==> config.mk <==
export PLATFORM = sky130hd
export DESIGN_NAME = mem_stage_hs_flat
export DESIGN_NICKNAME = d
export VERILOG_FILES = /design/src/rtl/mem_pkg.sv /design/src/rtl/mem_stage_hs_if.sv /design/src/rtl/mem_lane_align.sv /design/src/rtl/mem_stage_hs.sv /design/src/flat_wrapper.sv
export SDC_FILE = /design/constraint.sdc
export NUM_CORES = 1
export LEC_CHECK = 0
export CORE_AREA = 2 2 125 127
export DETAILED_ROUTE_END_ITERATION = 16
export DIE_AREA = 0 0 127 129
export PLACE_DENSITY = 0.9
export SETUP_SLACK_MARGIN = 0.05
export SLEW_MARGIN = 20
export SYNTH_ARGS = -nofsm -noshare
export SYNTH_HDL_FRONTEND = slang
export SYNTH_SLANG_ARGS = --single-unit
==> constraint.sdc <==
create_clock -name clk -period 3 [get_ports clk]
set_input_delay 0.3 -clock clk [delete_from_list [all_inputs] [get_ports clk]]
set_output_delay 0.3 -clock clk [all_outputs]
set_load 0.03 [all_outputs]
==> src/rtl/mem_pkg.sv <==
// Shared encodings for the memory stage: funct3 access codes, access sizes,
// FSM states and ctrl_mem field offsets.
package mem_pkg;

  localparam logic [2:0] F3_B  = 3'b000;
  localparam logic [2:0] F3_H  = 3'b001;
  localparam logic [2:0] F3_W  = 3'b010;
  localparam logic [2:0] F3_D  = 3'b011;
  localparam logic [2:0] F3_BU = 3'b100;
  localparam logic [2:0] F3_HU = 3'b101;
  localparam logic [2:0] F3_WU = 3'b110;

  // mem_read / mem_write sit directly above the WB control field in ctrl_mem
  localparam int CTRL_RD_OFS = 0;
  localparam int CTRL_WR_OFS = 1;

  typedef enum logic [1:0] {SZ_B, SZ_H, SZ_W, SZ_D} size_e;
  typedef enum logic [1:0] {IDLE, RSP, DRAIN} state_e;

  // Anything unrecognised (including LD/SD on a 32-bit datapath) is a word access
  function automatic size_e decode_size(input logic [2:0] f3, input logic xlen64);
    case (f3)
      F3_B, F3_BU: return SZ_B;
      F3_H, F3_HU: return SZ_H;
      F3_D:        return xlen64 ? SZ_D : SZ_W;
      default:     return SZ_W;
    endcase
  endfunction

  function automatic logic decode_unsigned(input logic [2:0] f3, input logic xlen64);
    return (f3 == F3_BU) || (f3 == F3_HU) || (xlen64 && (f3 == F3_WU));
  endfunction

endpackage

==> src/rtl/mem_stage_hs_if.sv <==
// Upstream, data-memory and write-back signals of the memory stage.
interface mem_stage_hs_if #(
  parameter int XLEN       = 32,
  parameter int WB_CTRL_W  = 3,
  parameter int REG_ADDR_W = 5
);
  logic                  in_valid;
  logic                  in_ready;
  logic [WB_CTRL_W+1:0]  ctrl_mem;
  logic [2:0]            funct3;
  logic [REG_ADDR_W-1:0] rd_mem;
  logic [XLEN-1:0]       pc4_mem;
  logic [XLEN-1:0]       alu_result;
  logic [XLEN-1:0]       write_data;
  logic                  flush;
  logic                  dmem_req_valid;
  logic                  dmem_req_ready;
  logic                  dmem_we;
  logic [XLEN/8-1:0]     dmem_be;
  logic [XLEN-1:0]       dmem_addr;
  logic [XLEN-1:0]       dmem_wdata;
  logic                  dmem_rsp_valid;
  logic [XLEN-1:0]       dmem_rsp_data;
  logic                  wb_valid;
  logic [WB_CTRL_W-1:0]  ctrl_wb;
  logic [REG_ADDR_W-1:0] rd_wb;
  logic [XLEN-1:0]       pc4_wb;
  logic [XLEN-1:0]       mem_data;
  logic [XLEN-1:0]       alu_data;
  logic                  misaligned;

  modport master (
    input  in_valid, ctrl_mem, funct3, rd_mem, pc4_mem, alu_result, write_data, flush,
           dmem_req_ready, dmem_rsp_valid, dmem_rsp_data,
    output in_ready, dmem_req_valid, dmem_we, dmem_be, dmem_addr, dmem_wdata,
           wb_valid, ctrl_wb, rd_wb, pc4_wb, mem_data, alu_data, misaligned
  );

  modport slave (
    output in_valid, ctrl_mem, funct3, rd_mem, pc4_mem, alu_result, write_data, flush,
           dmem_req_ready, dmem_rsp_valid, dmem_rsp_data,
    input  in_ready, dmem_req_valid, dmem_we, dmem_be, dmem_addr, dmem_wdata,
           wb_valid, ctrl_wb, rd_wb, pc4_wb, mem_data, alu_data, misaligned
  );
endinterface

==> src/rtl/mem_lane_align.sv <==
// Byte-lane steering: store byte enables and replicated data, load lane
// extraction with sign/zero extension, and alignment checking.
module mem_lane_align
  import mem_pkg::*;
#(
  parameter int XLEN = 32,
  localparam int BE_W  = XLEN / 8,
  localparam int OFF_W = $clog2(BE_W)
) (
  input  logic [2:0]       funct3_i,
  input  logic [OFF_W-1:0] off_i,
  input  logic [XLEN-1:0]  wdata_i,
  input  logic [XLEN-1:0]  rdata_i,
  output logic [BE_W-1:0]  be_o,
  output logic [XLEN-1:0]  wdata_o,
  output logic [XLEN-1:0]  rdata_o,
  output logic             misaligned_o
);

  size_e           size;
  logic            uns;
  logic [XLEN-1:0] lane;

  assign size = decode_size(funct3_i, XLEN == 64);
  assign uns  = decode_unsigned(funct3_i, XLEN == 64);
  assign lane = rdata_i >> {off_i, 3'b000};

  // Keep the low 'bits' of v and extend them back to the full width
  function automatic logic [XLEN-1:0] ext(input logic [XLEN-1:0] v, input int bits,
                                          input logic zero);
    logic [XLEN-1:0] sh;
    sh = v << (XLEN - bits);
    return zero ? (sh >> (XLEN - bits)) : XLEN'($signed(sh) >>> (XLEN - bits));
  endfunction

  always_comb begin
    be_o         = '0;
    wdata_o      = wdata_i;
    rdata_o      = '0;
    misaligned_o = 1'b0;
    case (size)
      SZ_B: begin
        be_o    = BE_W'(1) << off_i;
        wdata_o = {BE_W{wdata_i[7:0]}};
        rdata_o = ext(lane, 8, uns);
      end
      SZ_H: begin
        be_o         = BE_W'(3) << off_i;
        wdata_o      = {(XLEN/16){wdata_i[15:0]}};
        rdata_o      = ext(lane, 16, uns);
        misaligned_o = off_i[0];
      end
      SZ_W: begin
        be_o         = BE_W'(4'hF) << off_i;
        wdata_o      = {(XLEN/32){wdata_i[31:0]}};
        rdata_o      = ext(lane, 32, uns);
        misaligned_o = |off_i[1:0];
      end
      default: begin
        be_o         = '1;
        wdata_o      = wdata_i;
        rdata_o      = rdata_i;
        misaligned_o = |off_i;
      end
    endcase
  end

endmodule

==> src/rtl/mem_stage_hs.sv <==
// Memory pipeline stage between EX and WB: drives a variable-latency dmem
// handshake, stalls upstream on outstanding loads and registers results to WB.
module mem_stage_hs
  import mem_pkg::*;
#(
  parameter int XLEN       = 32,
  parameter int WB_CTRL_W  = 3,
  parameter int REG_ADDR_W = 5
) (
  input logic          clk,
  input logic          reset_n,
  mem_stage_hs_if.master bus
);

  localparam int OFF_W = $clog2(XLEN / 8);

  logic                  mem_rd, mem_wr, is_mem, misal;
  logic [XLEN/8-1:0]     be;
  logic [XLEN-1:0]       wdata, rdata_ext;

  state_e                state_q, state_d;
  logic                  wb_valid_q, wb_valid_d;
  logic                  misal_q, misal_d;
  logic [WB_CTRL_W-1:0]  ctrl_q, ctrl_d;
  logic [XLEN-1:0]       mem_data_q, mem_data_d;
  logic [XLEN-1:0]       alu_q, pc4_q;
  logic [REG_ADDR_W-1:0] rd_q;
  logic                  wb_load, req_valid, in_ready;

  assign mem_rd = bus.ctrl_mem[WB_CTRL_W + CTRL_RD_OFS];
  assign mem_wr = bus.ctrl_mem[WB_CTRL_W + CTRL_WR_OFS];
  assign is_mem = mem_rd | mem_wr;

  mem_lane_align #(.XLEN(XLEN)) u_align (
    .funct3_i    (bus.funct3),
    .off_i       (bus.alu_result[OFF_W-1:0]),
    .wdata_i     (bus.write_data),
    .rdata_i     (bus.dmem_rsp_data),
    .be_o        (be),
    .wdata_o     (wdata),
    .rdata_o     (rdata_ext),
    .misaligned_o(misal)
  );

  always_comb begin
    state_d    = state_q;
    in_ready   = 1'b0;
    req_valid  = 1'b0;
    wb_load    = 1'b0;
    wb_valid_d = 1'b0;
    ctrl_d     = '0;
    misal_d    = 1'b0;
    mem_data_d = '0;
    case (state_q)
      IDLE: begin
        if (bus.flush || !bus.in_valid) begin
          in_ready = 1'b1;
        end else if (!is_mem) begin
          in_ready   = 1'b1;
          wb_load    = 1'b1;
          wb_valid_d = 1'b1;
          ctrl_d     = bus.ctrl_mem[WB_CTRL_W-1:0];
        end else if (misal) begin
          in_ready   = 1'b1;
          wb_load    = 1'b1;
          wb_valid_d = 1'b1;
          misal_d    = 1'b1;
        end else begin
          req_valid = 1'b1;
          // Stores are posted: they retire on acceptance without waiting for memory
          if (mem_wr) begin
            in_ready = bus.dmem_req_ready;
            if (bus.dmem_req_ready) begin
              wb_load    = 1'b1;
              wb_valid_d = 1'b1;
              ctrl_d     = bus.ctrl_mem[WB_CTRL_W-1:0];
            end
          end else if (bus.dmem_req_ready) begin
            state_d = RSP;
          end
        end
      end
      RSP: begin
        if (bus.flush) begin
          in_ready = 1'b1;
          state_d  = bus.dmem_rsp_valid ? IDLE : DRAIN;
        end else if (bus.dmem_rsp_valid) begin
          in_ready   = 1'b1;
          wb_load    = 1'b1;
          wb_valid_d = 1'b1;
          ctrl_d     = bus.ctrl_mem[WB_CTRL_W-1:0];
          mem_data_d = rdata_ext;
          state_d    = IDLE;
        end
      end
      DRAIN: begin
        if (bus.dmem_rsp_valid) state_d = IDLE;
      end
      default: state_d = IDLE;
    endcase
  end

  always_ff @(posedge clk or negedge reset_n) begin
    if (!reset_n) begin
      state_q    <= IDLE;
      wb_valid_q <= 1'b0;
      ctrl_q     <= '0;
      misal_q    <= 1'b0;
      mem_data_q <= '0;
      alu_q      <= '0;
      pc4_q      <= '0;
      rd_q       <= '0;
    end else begin
      state_q    <= state_d;
      wb_valid_q <= wb_valid_d;
      ctrl_q     <= ctrl_d;
      misal_q    <= misal_d;
      if (wb_load) begin
        mem_data_q <= mem_data_d;
        alu_q      <= bus.alu_result;
        pc4_q      <= bus.pc4_mem;
        rd_q       <= bus.rd_mem;
      end
    end
  end

  assign bus.in_ready       = in_ready;
  assign bus.dmem_req_valid = req_valid;
  assign bus.dmem_we        = mem_wr;
  assign bus.dmem_be        = be;
  assign bus.dmem_addr      = {bus.alu_result[XLEN-1:OFF_W], {OFF_W{1'b0}}};
  assign bus.dmem_wdata     = wdata;
  assign bus.wb_valid       = wb_valid_q;
  assign bus.ctrl_wb        = ctrl_q;
  assign bus.rd_wb          = rd_q;
  assign bus.pc4_wb         = pc4_q;
  assign bus.mem_data       = mem_data_q;
  assign bus.alu_data       = alu_q;
  assign bus.misaligned     = misal_q;

endmodule

==> src/flat_wrapper.sv <==
// flat-port wrapper written by rule: the top's interface ports become plain ports
module mem_stage_hs_flat import mem_pkg::*;
#(
  parameter int XLEN       = 32,
  parameter int WB_CTRL_W  = 3,
  parameter int REG_ADDR_W = 5
)
  (clk, reset_n, bus_in_valid, bus_ctrl_mem, bus_funct3, bus_rd_mem, bus_pc4_mem, bus_alu_result, bus_write_data, bus_flush, bus_dmem_req_ready, bus_dmem_rsp_valid, bus_dmem_rsp_data, bus_in_ready, bus_dmem_req_valid, bus_dmem_we, bus_dmem_be, bus_dmem_addr, bus_dmem_wdata, bus_wb_valid, bus_ctrl_wb, bus_rd_wb, bus_pc4_wb, bus_mem_data, bus_alu_data, bus_misaligned);
  mem_stage_hs_if #(.XLEN(XLEN), .WB_CTRL_W(WB_CTRL_W), .REG_ADDR_W(REG_ADDR_W)) bus_i ();
  input logic clk;
  input logic reset_n;
  input wire logic [$bits(bus_i.in_valid)-1:0] bus_in_valid;
  input wire logic [$bits(bus_i.ctrl_mem)-1:0] bus_ctrl_mem;
  input wire logic [$bits(bus_i.funct3)-1:0] bus_funct3;
  input wire logic [$bits(bus_i.rd_mem)-1:0] bus_rd_mem;
  input wire logic [$bits(bus_i.pc4_mem)-1:0] bus_pc4_mem;
  input wire logic [$bits(bus_i.alu_result)-1:0] bus_alu_result;
  input wire logic [$bits(bus_i.write_data)-1:0] bus_write_data;
  input wire logic [$bits(bus_i.flush)-1:0] bus_flush;
  input wire logic [$bits(bus_i.dmem_req_ready)-1:0] bus_dmem_req_ready;
  input wire logic [$bits(bus_i.dmem_rsp_valid)-1:0] bus_dmem_rsp_valid;
  input wire logic [$bits(bus_i.dmem_rsp_data)-1:0] bus_dmem_rsp_data;
  output wire logic [$bits(bus_i.in_ready)-1:0] bus_in_ready;
  output wire logic [$bits(bus_i.dmem_req_valid)-1:0] bus_dmem_req_valid;
  output wire logic [$bits(bus_i.dmem_we)-1:0] bus_dmem_we;
  output wire logic [$bits(bus_i.dmem_be)-1:0] bus_dmem_be;
  output wire logic [$bits(bus_i.dmem_addr)-1:0] bus_dmem_addr;
  output wire logic [$bits(bus_i.dmem_wdata)-1:0] bus_dmem_wdata;
  output wire logic [$bits(bus_i.wb_valid)-1:0] bus_wb_valid;
  output wire logic [$bits(bus_i.ctrl_wb)-1:0] bus_ctrl_wb;
  output wire logic [$bits(bus_i.rd_wb)-1:0] bus_rd_wb;
  output wire logic [$bits(bus_i.pc4_wb)-1:0] bus_pc4_wb;
  output wire logic [$bits(bus_i.mem_data)-1:0] bus_mem_data;
  output wire logic [$bits(bus_i.alu_data)-1:0] bus_alu_data;
  output wire logic [$bits(bus_i.misaligned)-1:0] bus_misaligned;
  assign bus_i.in_valid = bus_in_valid;
  assign bus_i.ctrl_mem = bus_ctrl_mem;
  assign bus_i.funct3 = bus_funct3;
  assign bus_i.rd_mem = bus_rd_mem;
  assign bus_i.pc4_mem = bus_pc4_mem;
  assign bus_i.alu_result = bus_alu_result;
  assign bus_i.write_data = bus_write_data;
  assign bus_i.flush = bus_flush;
  assign bus_i.dmem_req_ready = bus_dmem_req_ready;
  assign bus_i.dmem_rsp_valid = bus_dmem_rsp_valid;
  assign bus_i.dmem_rsp_data = bus_dmem_rsp_data;
  assign bus_in_ready = bus_i.in_ready;
  assign bus_dmem_req_valid = bus_i.dmem_req_valid;
  assign bus_dmem_we = bus_i.dmem_we;
  assign bus_dmem_be = bus_i.dmem_be;
  assign bus_dmem_addr = bus_i.dmem_addr;
  assign bus_dmem_wdata = bus_i.dmem_wdata;
  assign bus_wb_valid = bus_i.wb_valid;
  assign bus_ctrl_wb = bus_i.ctrl_wb;
  assign bus_rd_wb = bus_i.rd_wb;
  assign bus_pc4_wb = bus_i.pc4_wb;
  assign bus_mem_data = bus_i.mem_data;
  assign bus_alu_data = bus_i.alu_data;
  assign bus_misaligned = bus_i.misaligned;
  mem_stage_hs #(.XLEN(XLEN), .WB_CTRL_W(WB_CTRL_W), .REG_ADDR_W(REG_ADDR_W)) u_core (.clk(clk), .reset_n(reset_n), .bus(bus_i));
endmodule
==> flow_summary_export.csv <==
group,metric,value,unit
clock_network,clockRootBuffer,"clkbuf_16",
yosys,syn_area_per_cell,12.19,µm²
critical_path,worstSetupEndpointType,"output port",
yosys,synth-seq-area-share,50.16,%
die,fp-row-count,45,
clock_network,clk_pin_slew,0.07,ns
critical_path,critPathMaxStageDelay,0.59,ns
pwr,internal_power,3167,µW
global_route,grt_pass1_wl,24880,µm
critical_path,cp.arrival,2.11,ns
pwr,p_clk_share,25.3,%
yosys,ys_ff_latch,108,
pwr,ir_drop,306.8,µV
yosys,synth_flop_cell,"dfrtp_1",
yosys,synth_edf_count,0,
die,die-area,0.01638,mm²
clock_network,postCtsSetupRepairBufs,0,
detailed_routing,avgViaCountPerCell,4.977,
critical_path,cp_cell_sequence,"clkdlybuf4s50_1 -> buf_4 -> mux2_2 -> clkdlybuf4s50_1",
sta,setup-tns-final,0,ns
final_layout,utilization,58.62,%
detailed_routing,drc,0,
clock_network,htree_num_levels,3,
sta,tightest_slew,0.6592,ns
detailed_routing,wl_per_cell,18.43,µm
job,maxCapViolCount,0,
critical_path,endpoint,"bus_dmem_wdata[20]",
critical_path,rr_startpoint,"u_core.state_q[1]",
pwr,pwr_density_cell,545.0,mW/mm²
die,ios,324,
yosys,synth_top_area_share,50.16,%
die,core_area,0.01498,mm²
place,dp_cells,895,
final_layout,post-route-cell-area,0.008780,mm²
final_layout,drive_gt1_share,12.71,%
yosys,yosysMostFrequentCell,"dfrtp_1",
critical_path,setup.worst_path.start,"bus_funct3[1]",
detailed_routing,vias,4539,
yosys,synth_warnings,0,
pwr,combPwrFrac,37.5,%
detailed_routing,first_pass_iters,4,
final_layout,fillers,1243,
critical_path,slowest_stage,"clkdlybuf4s50_1",
global_route,antenna_found_initial,0,
yosys,ys_types,39,
status,status,"finished clean",
final_layout,seq_area,0.002703,mm²
critical_path,r2r-end,"u_core.bus.alu_data[25]",
die,die_w,127,µm
global_route,grt_max_degree,56,
yosys,netlist_area,0.005388,mm²
pwr,switching_share,33.81,%
sta,fmax,0.4153,GHz
final_layout,multi_input_area,0.002213,mm²
sta,hold_violations,0,
global_route,grt_overflow,0,
min_path,hp-class,"input pin to async pin",
yosys,synth_top_area_cell,"dfrtp_1",
place,hpwl,13010,µm
yosys,synth_cells,442,
yosys,async_flop_share,100.0,%
place,dpl-instance-area,0.008471,mm²
global_route,grt_usage,19.72,%
final_layout,antenna_cells,0,
place,place.gp.congestion,0.7859,
sta,fin_crit,2.408,ns
pwr,p_leak,0.003709,µW
detailed_routing,ant_nets,0,
sta,rsz0062_at_grt,"false",
sta,slew_headroom,55.89,%
clock_network,cts_tree,"built",
final_layout,nets,866,
clock_network,insertion_delay,0.34,ns
clock_network,cts.sinks,108,
final_layout,finalNonFillerCells,912,
sta,setup_viol,0,
pwr,seq_power_share,37.2,%
sta,period_share,80.26,%
die,die_y,129,µm
global_route,grt_pass1_vias,4430,
critical_path,r2r_cells,5,
yosys,synthTopCellsByArea,"dfrtp_1 (50%), mux2_1 (10%), mux2_2 (8.2%)",
die,start_util,35.97,%
place,port_buffers,321,
clock_network,cts.path.max_buffers,2,
final_layout,areaGrowthSynthToFinish,62.96,%
sta,final_max_slew_viol_count,0,
critical_path,regToRegSetupSlack,1.00,ns
detailed_routing,wirelength,16810,µm
pwr,p_switching,1617,µW
critical_path,cp.required,2.70,ns
critical_path,critPathMaxFanout,29,
critical_path,start_kind,"input pin",
yosys,ys_top_cells_by_count,"dfrtp_1 (108), mux2_1 (49), buf_4 (43), nand2_1 (41), mux2_2 (39)",
critical_path,timing.critical_path.mode_cell,"clkdlybuf4s50_1",
sta,clock_skew,0.006186,ns
detailed_routing,drt_iter0_drc,158,
clock_network,cts_made_buffers,9,
critical_path,crit_type,"input pin to output port",
-- what timing repair did --
action | in CTS | in global routing
hold buffers | 1 | 0
endpoints found under the hold margin | 16 | 0
resized for setup | 0 | 0
-- cells in the final DEF (no fill, tap or decap), drive strengths merged, types with 3 or more instances in the layout --
cell type        n
clkdlybuf4s50  306
dfrtp          108
mux2            88
nand2           41
buf             28
mux2i           24
o21ai           24
a221o           16
a21oi           10
clkbuf          10
a22o             9
nor2             8
nand3b           7
o2bb2ai          7
inv              6
and2             4
nand2b           3
nor2b            3
-- registers in the layout (all words and copies together) (netlist names) --
| name | flops |
|---|---|
| u_core.bus.alu_data | 32 |
| u_core.bus.rd_wb | 5 |
| u_core.state_q | 2 |
| u_core.bus.mem_data | 32 |
| u_core.bus.misaligned | 1 |
| u_core.bus.wb_valid | 1 |
| u_core.bus.ctrl_wb | 3 |
| u_core.bus.pc4_wb | 32 |
-- stage by stage --
step	power (µW)	hold slack [ns]	setup WS [ns]
global route	4998	0.3665	0.5222
detailed placement	3614	0.1865	0.4660
global placement	3581	0.1860	0.5124
floorplan	2751	0.004409	0.6795
CTS	4840	0.3510	0.5920
finish	4785	0.3585	0.5923
-- kinds of logic after synthesis --
group / after synthesis / share of synthesized area, %
mux: 114 / 23.69
flops: 108 / 50.16
simple gates: 74 / 7.199
buf+inv: 73 / 9.034
compound gates: 72 / 9.847
other cells: 1 / 0.06960
-- worst min path at each step --
stage / from / end / slack [ns] / cells after the start
after detailed placement: reset_n / u_core.bus.alu_data[27] / 0.19 / 1
after global routing: reset_n / u_core.bus.alu_data[27] / 0.37 / 2
after CTS: reset_n / u_core.bus.alu_data[27] / 0.35 / 2
after global placement: reset_n / u_core.bus.alu_data[27] / 0.19 / 1
final: reset_n / u_core.bus.alu_data[27] / 0.36 / 2
after floorplan: reset_n / u_core.bus.alu_data[0] / 0.004 / 0
-- power groups by stage --
stage	clock network (µW)	logic (µW)	registers (µW)
6_report	1210	1790	1780
3_3_place_gp	0	1780	1800
4_1_cts	1250	1810	1780
3_5_place_dp	0	1800	1810
2_1_floorplan	0	501	2250
5_1_grt	1310	1880	1800
-- layer usage --
| layer | wire length [µm] | vias to the layer above | GRT usage [%] | part of all wire [%] |
|---|---|---|---|---|
| li1 | - | 2108 | - | - |
| met2 | 8388 | 215 | 33.02 | 50 |
| met5 | 0 | - | 0 | 0 |
| met4 | 404 | 0 | 7.692 | 2.4 |
| met3 | 1212 | 21 | 4.823 | 7.2 |
| met1 | 6803 | 2195 | 24.77 | 40 |
-- critical path, delay by kind of cell --
kind     cells  cell delay, ns
buf+inv      3            1.39
mux          1            0.40
-- cell type report --
class / instances / area share (%)
clock buffers: 10 / 2.608
repair buffers: 335 / 37.79
flip-flops and latches: 108 / 30.78
clock inverters: 6 / 0.7981
inverters: 3 / 0.1283
well taps: 188 / 2.679
multi-input cells: 262 / 25.21
Power figures use the tool's default switching activity.
